`config.mk`:
```
export PLATFORM = sky130hd
export DESIGN_NAME = debug_mem_sequencer_flat
export DESIGN_NICKNAME = d
export VERILOG_FILES = /design/src/rtl/debug_mem_sequencer_if.sv /design/src/rtl/debug_mem_sequencer.sv /design/src/flat_wrapper.sv
export SDC_FILE = /design/constraint.sdc
export NUM_CORES = 1
export LEC_CHECK = 0
export ABC_AREA = 1
export ABC_CLOCK_PERIOD_IN_PS = 2050
export CAP_MARGIN = 40
export CORE_MARGIN = 10
export CORE_UTILIZATION = 49
export DETAILED_ROUTE_END_ITERATION = 10
export GPL_TIMING_DRIVEN = 0
export PLACE_DENSITY_LB_ADDON = 0.12
export SLEW_MARGIN = 30
export SYNTH_ARGS = -nofsm -noshare
export SYNTH_HDL_FRONTEND = slang
export SYNTH_SLANG_ARGS = --single-unit
```
`constraint.sdc`:
```
create_clock -name cpu_clk -period 2.05 [get_ports cpu_clk]
set_input_delay 0.5125 -clock cpu_clk [delete_from_list [all_inputs] [get_ports cpu_clk]]
set_output_delay 0.5125 -clock cpu_clk [all_outputs]
set_load 0.1 [all_outputs]
```
`src/rtl/debug_mem_sequencer_if.sv`:
```
// debug_mem_sequencer_if: memory bus (req/we/sel/addr/wdata out, gnt/rvalid/rdata in) between sequencer (master) and imem/dmem (slave)
interface debug_mem_sequencer_if #(
  parameter int ADDR_W = 32,
  parameter int DATA_W = 32
);
  logic req;
  logic we;
  logic sel;
  logic [ADDR_W-1:0] addr;
  logic [DATA_W-1:0] wdata;
  logic gnt;
  logic rvalid;
  logic [DATA_W-1:0] rdata;
  modport master (output req, we, sel, addr, wdata, input gnt, rvalid, rdata);
  modport slave (input req, we, sel, addr, wdata, output gnt, rvalid, rdata);
endinterface

```
`src/rtl/debug_mem_sequencer.sv`:
```
// debug_mem_sequencer: executes decoded debug ops (cmd_*), holds debug addr/data regs, drives halt_req/reset_req and the mem bus, reports each completion on result_*
module debug_mem_sequencer #(
  parameter int ADDR_W = 32,
  parameter int DATA_W = 32,
  parameter int ADDR_INC = 4,
  parameter int TIMEOUT_CYCLES = 255,
  parameter int RESET_CYCLES = 16
) (
  input  logic cpu_clk,
  input  logic cpu_rstn,
  input  logic cmd_valid,
  input  logic [7:0] cmd_op,
  input  logic [31:0] cmd_data,
  input  logic cpu_halted,
  output logic halt_req,
  output logic reset_req,
  debug_mem_sequencer_if.master mem,
  output logic busy,
  output logic cmd_overrun,
  output logic [DATA_W-1:0] result_data,
  output logic [1:0] result_status,
  output logic result_toggle
);
  localparam logic [1:0] IDLE = 2'd0, REQ = 2'd1, WAIT_R = 2'd2, RST = 2'd3;
  localparam int CNT_MAX = TIMEOUT_CYCLES > RESET_CYCLES ? TIMEOUT_CYCLES : RESET_CYCLES;
  localparam int CW = $clog2(CNT_MAX + 1);
  logic [1:0] state;
  logic [CW-1:0] cnt;
  logic [ADDR_W-1:0] iaddr, daddr, next_addr;
  logic [DATA_W-1:0] idata, ddata;
  logic is_mem, legal, timed_out, rst_done;
  assign is_mem = cmd_op[7:2] == 6'd1;
  assign legal = cmd_op <= 8'h02 || (cmd_op >= 8'h80 && cmd_op <= 8'h84);
  assign busy = state != IDLE;
  assign next_addr = (mem.sel ? daddr : iaddr) + ADDR_W'(ADDR_INC);
  assign timed_out = cnt == CW'(TIMEOUT_CYCLES - 1);
  assign rst_done = cnt == CW'(RESET_CYCLES - 1);
  always_ff @(posedge cpu_clk or negedge cpu_rstn) begin
    if (!cpu_rstn) begin
      state <= IDLE;
      cnt <= '0;
      iaddr <= '0;
      daddr <= '0;
      idata <= '0;
      ddata <= '0;
      halt_req <= 1'b0;
      reset_req <= 1'b0;
      mem.req <= 1'b0;
      mem.we <= 1'b0;
      mem.sel <= 1'b0;
      mem.addr <= '0;
      mem.wdata <= '0;
      cmd_overrun <= 1'b0;
      result_data <= '0;
      result_status <= 2'd0;
      result_toggle <= 1'b0;
    end else begin
      if (cmd_valid && busy) cmd_overrun <= 1'b1;
      case (state)
        IDLE: if (cmd_valid) begin
          if (is_mem && cpu_halted) begin
            state <= REQ;
            cnt <= '0;
            mem.req <= 1'b1;
            mem.we <= cmd_op[0];
            mem.sel <= cmd_op[1];
            mem.addr <= cmd_op[1] ? daddr : iaddr;
            mem.wdata <= cmd_op[1] ? ddata : idata;
          end else if (cmd_op == 8'h03) begin
            state <= RST;
            cnt <= '0;
            reset_req <= 1'b1;
          end else begin
            result_toggle <= ~result_toggle;
            result_status <= is_mem ? 2'd2 : legal ? 2'd0 : 2'd3;
            case (cmd_op)
              8'h00: cmd_overrun <= 1'b0;
              8'h01: halt_req <= 1'b1;
              8'h02: halt_req <= 1'b0;
              8'h80: iaddr <= cmd_data[ADDR_W-1:0];
              8'h81: idata <= cmd_data[DATA_W-1:0];
              8'h82: daddr <= cmd_data[ADDR_W-1:0];
              8'h83: ddata <= cmd_data[DATA_W-1:0];
              8'h84: halt_req <= cmd_data[0];
              default: ;
            endcase
          end
        end
        REQ: if (mem.gnt) begin
          mem.req <= 1'b0;
          state <= mem.we ? IDLE : WAIT_R;
          cnt <= '0;
          if (mem.we) begin
            result_toggle <= ~result_toggle;
            result_status <= 2'd0;
            if (mem.sel) daddr <= next_addr;
            else iaddr <= next_addr;
          end
        end else if (timed_out) begin
          mem.req <= 1'b0;
          state <= IDLE;
          result_toggle <= ~result_toggle;
          result_status <= 2'd1;
        end else cnt <= cnt + 1'b1;
        WAIT_R: if (mem.rvalid) begin
          state <= IDLE;
          result_data <= mem.rdata;
          result_toggle <= ~result_toggle;
          result_status <= 2'd0;
          if (mem.sel) daddr <= next_addr;
          else iaddr <= next_addr;
        end else if (timed_out) begin
          state <= IDLE;
          result_toggle <= ~result_toggle;
          result_status <= 2'd1;
        end else cnt <= cnt + 1'b1;
        default: if (rst_done) begin
          reset_req <= 1'b0;
          state <= IDLE;
          result_toggle <= ~result_toggle;
          result_status <= 2'd0;
        end else cnt <= cnt + 1'b1;
      endcase
    end
  end
endmodule
```
`src/flat_wrapper.sv`:
```
// flat-port wrapper written by rule: the top's interface ports become plain ports
module debug_mem_sequencer_flat 
#(
  parameter int ADDR_W = 32,
  parameter int DATA_W = 32,
  parameter int ADDR_INC = 4,
  parameter int TIMEOUT_CYCLES = 255,
  parameter int RESET_CYCLES = 16
)
  (cpu_clk, cpu_rstn, cmd_valid, cmd_op, cmd_data, cpu_halted, halt_req, reset_req, busy, cmd_overrun, result_data, result_status, result_toggle, mem_req, mem_we, mem_sel, mem_addr, mem_wdata, mem_gnt, mem_rvalid, mem_rdata);
  debug_mem_sequencer_if #(.ADDR_W(ADDR_W), .DATA_W(DATA_W)) mem_i ();
  input  logic cpu_clk;
  input  logic cpu_rstn;
  input  logic cmd_valid;
  input  logic [7:0] cmd_op;
  input  logic [31:0] cmd_data;
  input  logic cpu_halted;
  output logic halt_req;
  output logic reset_req;
  output logic busy;
  output logic cmd_overrun;
  output logic [DATA_W-1:0] result_data;
  output logic [1:0] result_status;
  output logic result_toggle;
  output wire logic [$bits(mem_i.req)-1:0] mem_req;
  output wire logic [$bits(mem_i.we)-1:0] mem_we;
  output wire logic [$bits(mem_i.sel)-1:0] mem_sel;
  output wire logic [$bits(mem_i.addr)-1:0] mem_addr;
  output wire logic [$bits(mem_i.wdata)-1:0] mem_wdata;
  input wire logic [$bits(mem_i.gnt)-1:0] mem_gnt;
  input wire logic [$bits(mem_i.rvalid)-1:0] mem_rvalid;
  input wire logic [$bits(mem_i.rdata)-1:0] mem_rdata;
  assign mem_req = mem_i.req;
  assign mem_we = mem_i.we;
  assign mem_sel = mem_i.sel;
  assign mem_addr = mem_i.addr;
  assign mem_wdata = mem_i.wdata;
  assign mem_i.gnt = mem_gnt;
  assign mem_i.rvalid = mem_rvalid;
  assign mem_i.rdata = mem_rdata;
  debug_mem_sequencer #(.ADDR_W(ADDR_W), .DATA_W(DATA_W), .ADDR_INC(ADDR_INC), .TIMEOUT_CYCLES(TIMEOUT_CYCLES), .RESET_CYCLES(RESET_CYCLES)) u_core (.cpu_clk(cpu_clk), .cpu_rstn(cpu_rstn), .cmd_valid(cmd_valid), .cmd_op(cmd_op), .cmd_data(cmd_data), .cpu_halted(cpu_halted), .halt_req(halt_req), .reset_req(reset_req), .mem(mem_i), .busy(busy), .cmd_overrun(cmd_overrun), .result_data(result_data), .result_status(result_status), .result_toggle(result_toggle));
endmodule
```
==> results.sh, run 1 <==
export IMPL_leakagePower_nw=8.47
export IMPL_rsz0062_at_grt="true"
export IMPL_drt_iter0_drc=1221
export IMPL_crit_type="flip-flop to flip-flop"
export IMPL_min_period_over_period_pct=105
export IMPL_port_buffers=182
export IMPL_cp_start_kind="flip-flop"
export IMPL_cts_tree="done"
export IMPL_layout_drive_gt1_share_pct=22.5
export IMPL_cpPeakStageDelay_ps=480
export IMPL_drtAntennaViolNets=0
export IMPL_clk_path_buf_depth=3
export IMPL_vias=11800
export IMPL_antenna_found_initial=0
export IMPL_yosysTopAreaCell="dfrtp_1"
export IMPL_setup_viol=18
export IMPL_slew_violations=0
export IMPL_synth_distinct_cells=41
export IMPL_grt_overflow_total=0
export IMPL_syn_nets=1645
export IMPL_place_ws_ps=-856
export IMPL_max_freq_mhz=466
export IMPL_clk_pin_slew_ps=60
export IMPL_viasPerCell=5.43
export IMPL_hpwl_mm=29.9
export IMPL_hold_viol_final=0
export IMPL_min_from="cmd_valid"
export IMPL_yosysWarningCount=0
export IMPL_min_period_ps=2140
export IMPL_grt_pass1_vias=11500
export IMPL_grt_pass1_wl_mm=64.1
export IMPL_io_pin_count=184
export IMPL_routed_wl_mm=41.4
export IMPL_synth_area_top_cells="dfrtp_1 (51%), nand2_1 (18%), o21ai_0 (5.9%), nor2_1 (5.1%), nand3_1 (4.0%)"
export IMPL_syn_avg_cell_area_um2=7.71
export IMPL_required_ps=2480
export IMPL_core_area_um2=24200
export IMPL_clock_sinks=243
export IMPL_grt_max_degree=86
export IMPL_critical_path_cell_chain="buf_8, inv_8, buf_4, nand2_1, nand2_2, buf_6, nand2_4, nor2_4, nand3b_1, o21ai_1, nand3_1, nand3_1, nand2_1"
export IMPL_area_delta_synth_final_pct=47.6
export IMPL_fin_cells=2169
export IMPL_gp_congestion=0.936
export IMPL_maxSlewHeadroom_pct=56.1
export IMPL_critPathCaptureType="flip-flop"
export IMPL_cts_root_buf="clkbuf_16"
export IMPL_worstSkewPairLatency_ps=540
export IMPL_design_power_total_mw=25.1
export IMPL_reg2reg_from="u_core.mem.sel$_DFFE_PN0P_"
export IMPL_maxCapViolCount=0
export IMPL_synth_cells=1560
export IMPL_violations="negative setup slack"
export IMPL_die_w_um=177
export IMPL_rows=57
export IMPL_diodes=0
export IMPL_first_pass_iters=6
export IMPL_startpoint="u_core.mem.sel$_DFFE_PN0P_"
export IMPL_wl_per_cell_um=19.1
export IMPL_status="finished, violations left"
export IMPL_cp_num_buf_inv=4
export IMPL_fin_tns_setup_ps=-746
export IMPL_slowest_stage="dfrtp_4"
export IMPL_skew_ps=16.9
export IMPL_cp_top_family="simple AND/OR/NAND/NOR gates"
export IMPL_synth_seq_area_share_pct=50.6
export IMPL_finalNetCount=1911
export IMPL_cts_buffers=27
export IMPL_crit_fanout=5
export IMPL_powerDensity_nw_per_um2=1410
export IMPL_worst_pin_slew_ps=659
export IMPL_placed_cells=2175
export IMPL_synth_top_area_share_pct=50.6
export IMPL_ys_seq_elements=243
export IMPL_ir_worst_vdd_v=0.00157
export IMPL_netlist_area_um2=12000
export IMPL_start_util_pct=49.6
export IMPL_drcViolationCount=0
export IMPL_fp_dieH_um=177
export IMPL_timing_final_ws_setup_ps=-94.7
export IMPL_globalRouteTotalUtil_pct=25.6
export IMPL_min_path_type="primary input to flip-flop"
export IMPL_arrival_ps=2570
export IMPL_die_area_um2=31200
export IMPL_htreeDepth=1
[stage by stage]
stage	util (%)	hold slack (ps)	area, µm²
final	73.2	396	17800
after global routing	73.2	408	17800
after CTS	70.9	375	17200
after detailed placement	67.7	377	16400
after global placement	58.9	461	14300
after floorplan	-	217	12100
[report_power, final]
part	switching (mW)	internal, mW
clock	1.94	3.00
combinational	8.37	4.63
sequential	1.17	5.98
[cells by family after synthesis]
group,after synthesis,share of synthesized area [%]
and+or+nand+nor,898,30.8
DFF,243,50.6
AOI/OAI and AO/OA,220,10.5
buffers and inverters,187,7.13
adders and majority gates,7,0.728
xor gates and xnor gates,5,0.364
[routing by layer]
metal / global-route usage [%] / vias to the layer above / share of wire (%)
met4: 6.37 / 0 / 2.3
met5: 0 / - / 0
met3: 5.25 / 72 / 8.0
met1: 33.9 / 5682 / 41
li1: - / 5513 / -
met2: 42.2 / 509 / 48
[sequential cells by signal (all words and copies together), names as in the netlist]
name	cells
u_core.cmd_overrun	1
u_core.cnt	8
u_core.daddr	32
u_core.ddata	32
u_core.halt_req	1
u_core.iaddr	32
u_core.idata	32
u_core.mem.addr	32
u_core.mem.req	1
u_core.mem.sel	1
u_core.mem.wdata	32
u_core.mem.we	1
u_core.reset_req	1
u_core.result_data	32
u_core.result_status	2
u_core.result_toggle	1
u_core.state	2
[area by class of cell]
type / instances / area [µm²]
Sequential cell: 243 / 6090
Buffer: 72 / 517
Tap cell: 324 / 405
Inverter: 113 / 447
Multi-Input combinational cell: 1130 / 5670
Timing Repair Buffer: 239 / 3710
Clock inverter: 4 / 47.5
Clock buffer: 44 / 870
Fill cell: 1765 / 6490
[cell usage after synthesis, drive strengths merged]
library cell	count
a21boi	1
a21oi	8
a31oi	1
a32oi	1
buf	35
clkbuf	39
dfrtp	243
ha	7
inv	113
nand2	600
nand3	96
nand3b	6
nand4	6
nor2	181
nor3	6
nor4	1
o211ai	2
o21a	2
o21ai	151
o221ai	2
o22ai	2
o31ai	50
or2	2
xnor2	1
xor2	4
[path summary, 6_finish.rpt]
kind,end,slack [ps],depth (start not counted)
max,u_core.iaddr[20]$_DFFE_PN0P_,-90,13
min,u_core.cmd_overrun$_DFF_PN0_,400,3
max reg2reg,u_core.iaddr[20]$_DFFE_PN0P_,-90,13
min in group asynchronous,u_core.cmd_overrun$_DFF_PN0_,430,2
min reg2reg,u_core.mem.addr[30]$_DFFE_PN0P_,480,2
max in group asynchronous,u_core.iaddr[25]$_DFFE_PN0P_,570,4
[cell usage in the layout, fill, tap and decap left out, types with 5 or more instances in the layout]
cell / synthesis / routed
nand2_1: 575 / 535
dfrtp_1: 243 / 241
nor2_1: 162 / 138
o21ai_0: 142 / 128
inv_1: 105 / 99
buf_12: 1 / 73
clkdlybuf4s50_1: 0 / 73
nand3_1: 95 / 60
nand2_2: 23 / 52
o31ai_1: 50 / 50
buf_16: 0 / 40
buf_4: 5 / 36
nand3_2: 1 / 34
clkbuf_1: 39 / 29
clkbuf_16: 0 / 27
nor2_2: 15 / 23
nor2_4: 4 / 20
buf_6: 8 / 19
o21ai_1: 8 / 17
clkbuf_8: 0 / 14
dlygate4sd2_1: 0 / 14
buf_2: 17 / 13
nand2_4: 2 / 13
inv_2: 7 / 9
clkbuf_2: 0 / 8
a21oi_1: 8 / 7
nand4_1: 6 / 6
nand3b_1: 6 / 6
buf_8: 3 / 5
nor3_1: 5 / 5
[tightest hold or removal path, cell delays in order]
cell and delay (ps):
buf_2 170, a21oi_1 150, a31oi_1 50
[what timing repair did]
| action | in CTS | in global routing |
|---|---|---|
| endpoints found under the setup margin | 301 | 211 |
| setup buffers | 18 | 20 |
| pin swaps | 24 | 48 |
| endpoints found under the hold margin | 22 | 0 |
| gates resized for setup | 168 | 142 |
| cloned | 1 | 0 |
| hold buffers | 1 | 0 |
Power figures use the tool's default switching activity.
==> inputs of run 2 (changes only) <==
--- a/config.mk
+++ b/config.mk
@@ -13,6 +13,7 @@
 export DETAILED_ROUTE_END_ITERATION = 10
 export GPL_TIMING_DRIVEN = 0
 export PLACE_DENSITY_LB_ADDON = 0.12
+export SKIP_LAST_GASP = 1
 export SLEW_MARGIN = 30
 export SYNTH_ARGS = -nofsm -noshare
 export SYNTH_HDL_FRONTEND = slang
==> results.sh, run 2 (same netlist as run 1, synthesis figures left out) <==
export IMPL_cts_root_buf="clkbuf_16"
export IMPL_vias=11800
export IMPL_ir_worst_vdd_v=0.00157
export IMPL_routed_wl_mm=41.4
export IMPL_viasPerCell=5.45
export IMPL_status="finished, violations left"
export IMPL_arrival_ps=2560
export IMPL_layout_drive_gt1_share_pct=22.5
export IMPL_rows=57
export IMPL_start_util_pct=49.6
export IMPL_place_ws_ps=-856
export IMPL_timing_final_ws_setup_ps=-87.2
export IMPL_port_buffers=182
export IMPL_critical_path_cell_chain="buf_8, inv_8, buf_4, nand2_1, nand2_2, buf_6, nand2_4, nor2_4, nand3b_1, o21ai_1, nand3_1, nand3_1, nand2_1"
export IMPL_htreeDepth=1
export IMPL_slowest_stage="dfrtp_4"
export IMPL_maxSlewHeadroom_pct=52.4
export IMPL_globalRouteTotalUtil_pct=25.6
export IMPL_final_util_pct=73.2
export IMPL_fp_dieH_um=177
export IMPL_diodes=0
export IMPL_cts_tree="done"
export IMPL_crit_fanout=5
export IMPL_io_pin_count=184
export IMPL_drcViolationCount=0
export IMPL_crit_type="flip-flop to flip-flop"
export IMPL_finalNetCount=1911
export IMPL_gp_congestion=0.936
export IMPL_leakagePower_nw=8.47
export IMPL_cp_start_kind="flip-flop"
export IMPL_required_ps=2470
export IMPL_drt_iter0_drc=1140
export IMPL_hold_viol_final=0
export IMPL_min_path_type="primary input to flip-flop"
export IMPL_slew_violations=0
export IMPL_violations="negative setup slack"
export IMPL_die_area_um2=31200
export IMPL_grt_overflow_total=0
export IMPL_cpPeakStageDelay_ps=490
export IMPL_min_period_over_period_pct=104
export IMPL_grt_max_degree=86
export IMPL_die_w_um=177
export IMPL_cp_num_buf_inv=4
export IMPL_clk_pin_slew_ps=60
export IMPL_antenna_found_initial=0
export IMPL_hpwl_mm=29.9
export IMPL_max_freq_mhz=468
export IMPL_core_area_um2=24200
export IMPL_first_pass_iters=5
export IMPL_grt_pass1_vias=11500
export IMPL_maxCapViolCount=0
export IMPL_design_power_total_mw=25.1
export IMPL_skew_ps=18.2
export IMPL_cts_buffers=27
export IMPL_clk_path_buf_depth=3
export IMPL_mostFrequentLayoutCell="nand2_1"
export IMPL_fin_tns_setup_ps=-572
export IMPL_grt_pass1_wl_mm=64.1
export IMPL_critPathCaptureType="flip-flop"
export IMPL_wl_per_cell_um=19.1
export IMPL_rsz0062_at_grt="true"
export IMPL_worstSkewPairLatency_ps=540
export IMPL_cp_top_family="simple AND/OR/NAND/NOR gates"
export IMPL_min_period_ps=2140
export IMPL_powerDensity_nw_per_um2=1410
export IMPL_worst_pin_slew_ps=714
export IMPL_area_delta_synth_final_pct=47.6
export IMPL_setup_viol=18
export IMPL_final_cell_mix="nand2_1 (536), dfrtp_1 (241), nor2_1 (137)"
export IMPL_clock_sinks=243
export IMPL_drtAntennaViolNets=0
[run 2: cell counts in the layout (fill, tap and decap cells not counted)]
Identical to the previous run, type by type.
[run 2: worst paths after layout]
check / end / start / slack (ps) / cells past startpoint
setup / recovery: u_core.daddr[20]$_DFFE_PN0P_ / u_core.mem.sel$_DFFE_PN0P_ / -90 / 13
hold / removal: u_core.cmd_overrun$_DFF_PN0_ / cmd_valid / 400 / 3
setup reg to reg: u_core.daddr[20]$_DFFE_PN0P_ / u_core.mem.sel$_DFFE_PN0P_ / -90 / 13
hold reg to reg: u_core.mem.addr[30]$_DFFE_PN0P_ / u_core.mem.addr[30]$_DFFE_PN0P_ / 480 / 2
max in group asynchronous: u_core.iaddr[25]$_DFFE_PN0P_ / cpu_rstn / 580 / 4
min in group asynchronous: u_core.cmd_overrun$_DFF_PN0_ / cpu_rstn / 430 / 2
[run 2: worst min-delay path: stages]
cell and delay (ps):
buf_2 170, a21oi_1 160, a31oi_1 50
[run 2: repair_timing]
| action | in CTS | in global routing |
|---|---|---|
| cloned | 1 | 0 |
| buffers inserted | 18 | 19 |
| pin swaps | 24 | 46 |
| endpoints found under the setup margin | 301 | 211 |
| hold buffers | 1 | 0 |
| gates resized for setup | 163 | 147 |
| hold endpoints to repair | 22 | 0 |
[run 2: cell type report]
type                            count  area (µm²)
Fill cell                        1772        6500
Inverter                          113         447
Sequential cell                   243        6090
Clock inverter                      4        47.5
Clock buffer                       44         870
Buffer                             72         518
Timing Repair Buffer              239        3720
Tap cell                          324         405
Multi-Input combinational cell   1130        5660
[run 2: stage by stage]
stage | hold slack, ps | cells | area, µm²
global route | 408 | 2169 | 17800
detailed placement | 377 | 2175 | 16400
floorplan | 217 | 1560 | 12100
global placement | 461 | 2066 | 14300
CTS | 375 | 2151 | 17200
finish | 403 | 2169 | 17800
[run 2: report_power, final]
group | switching, mW | internal, mW | leakage [nW] | total [mW]
Combinational | 8.33 | 4.63 | 4.82 | 13.0
Clock | 1.94 | 3.00 | 0.453 | 4.94
Sequential | 1.18 | 5.98 | 3.20 | 7.16
[run 2: per-layer routing]
metal,vias up,wire (µm),GRT usage (%)
li1,5516,-,-
met1,5746,17100,33.8
met2,471,19900,42.1
met3,87,3350,5.44
met4,0,988,6.55
met5,-,0,0
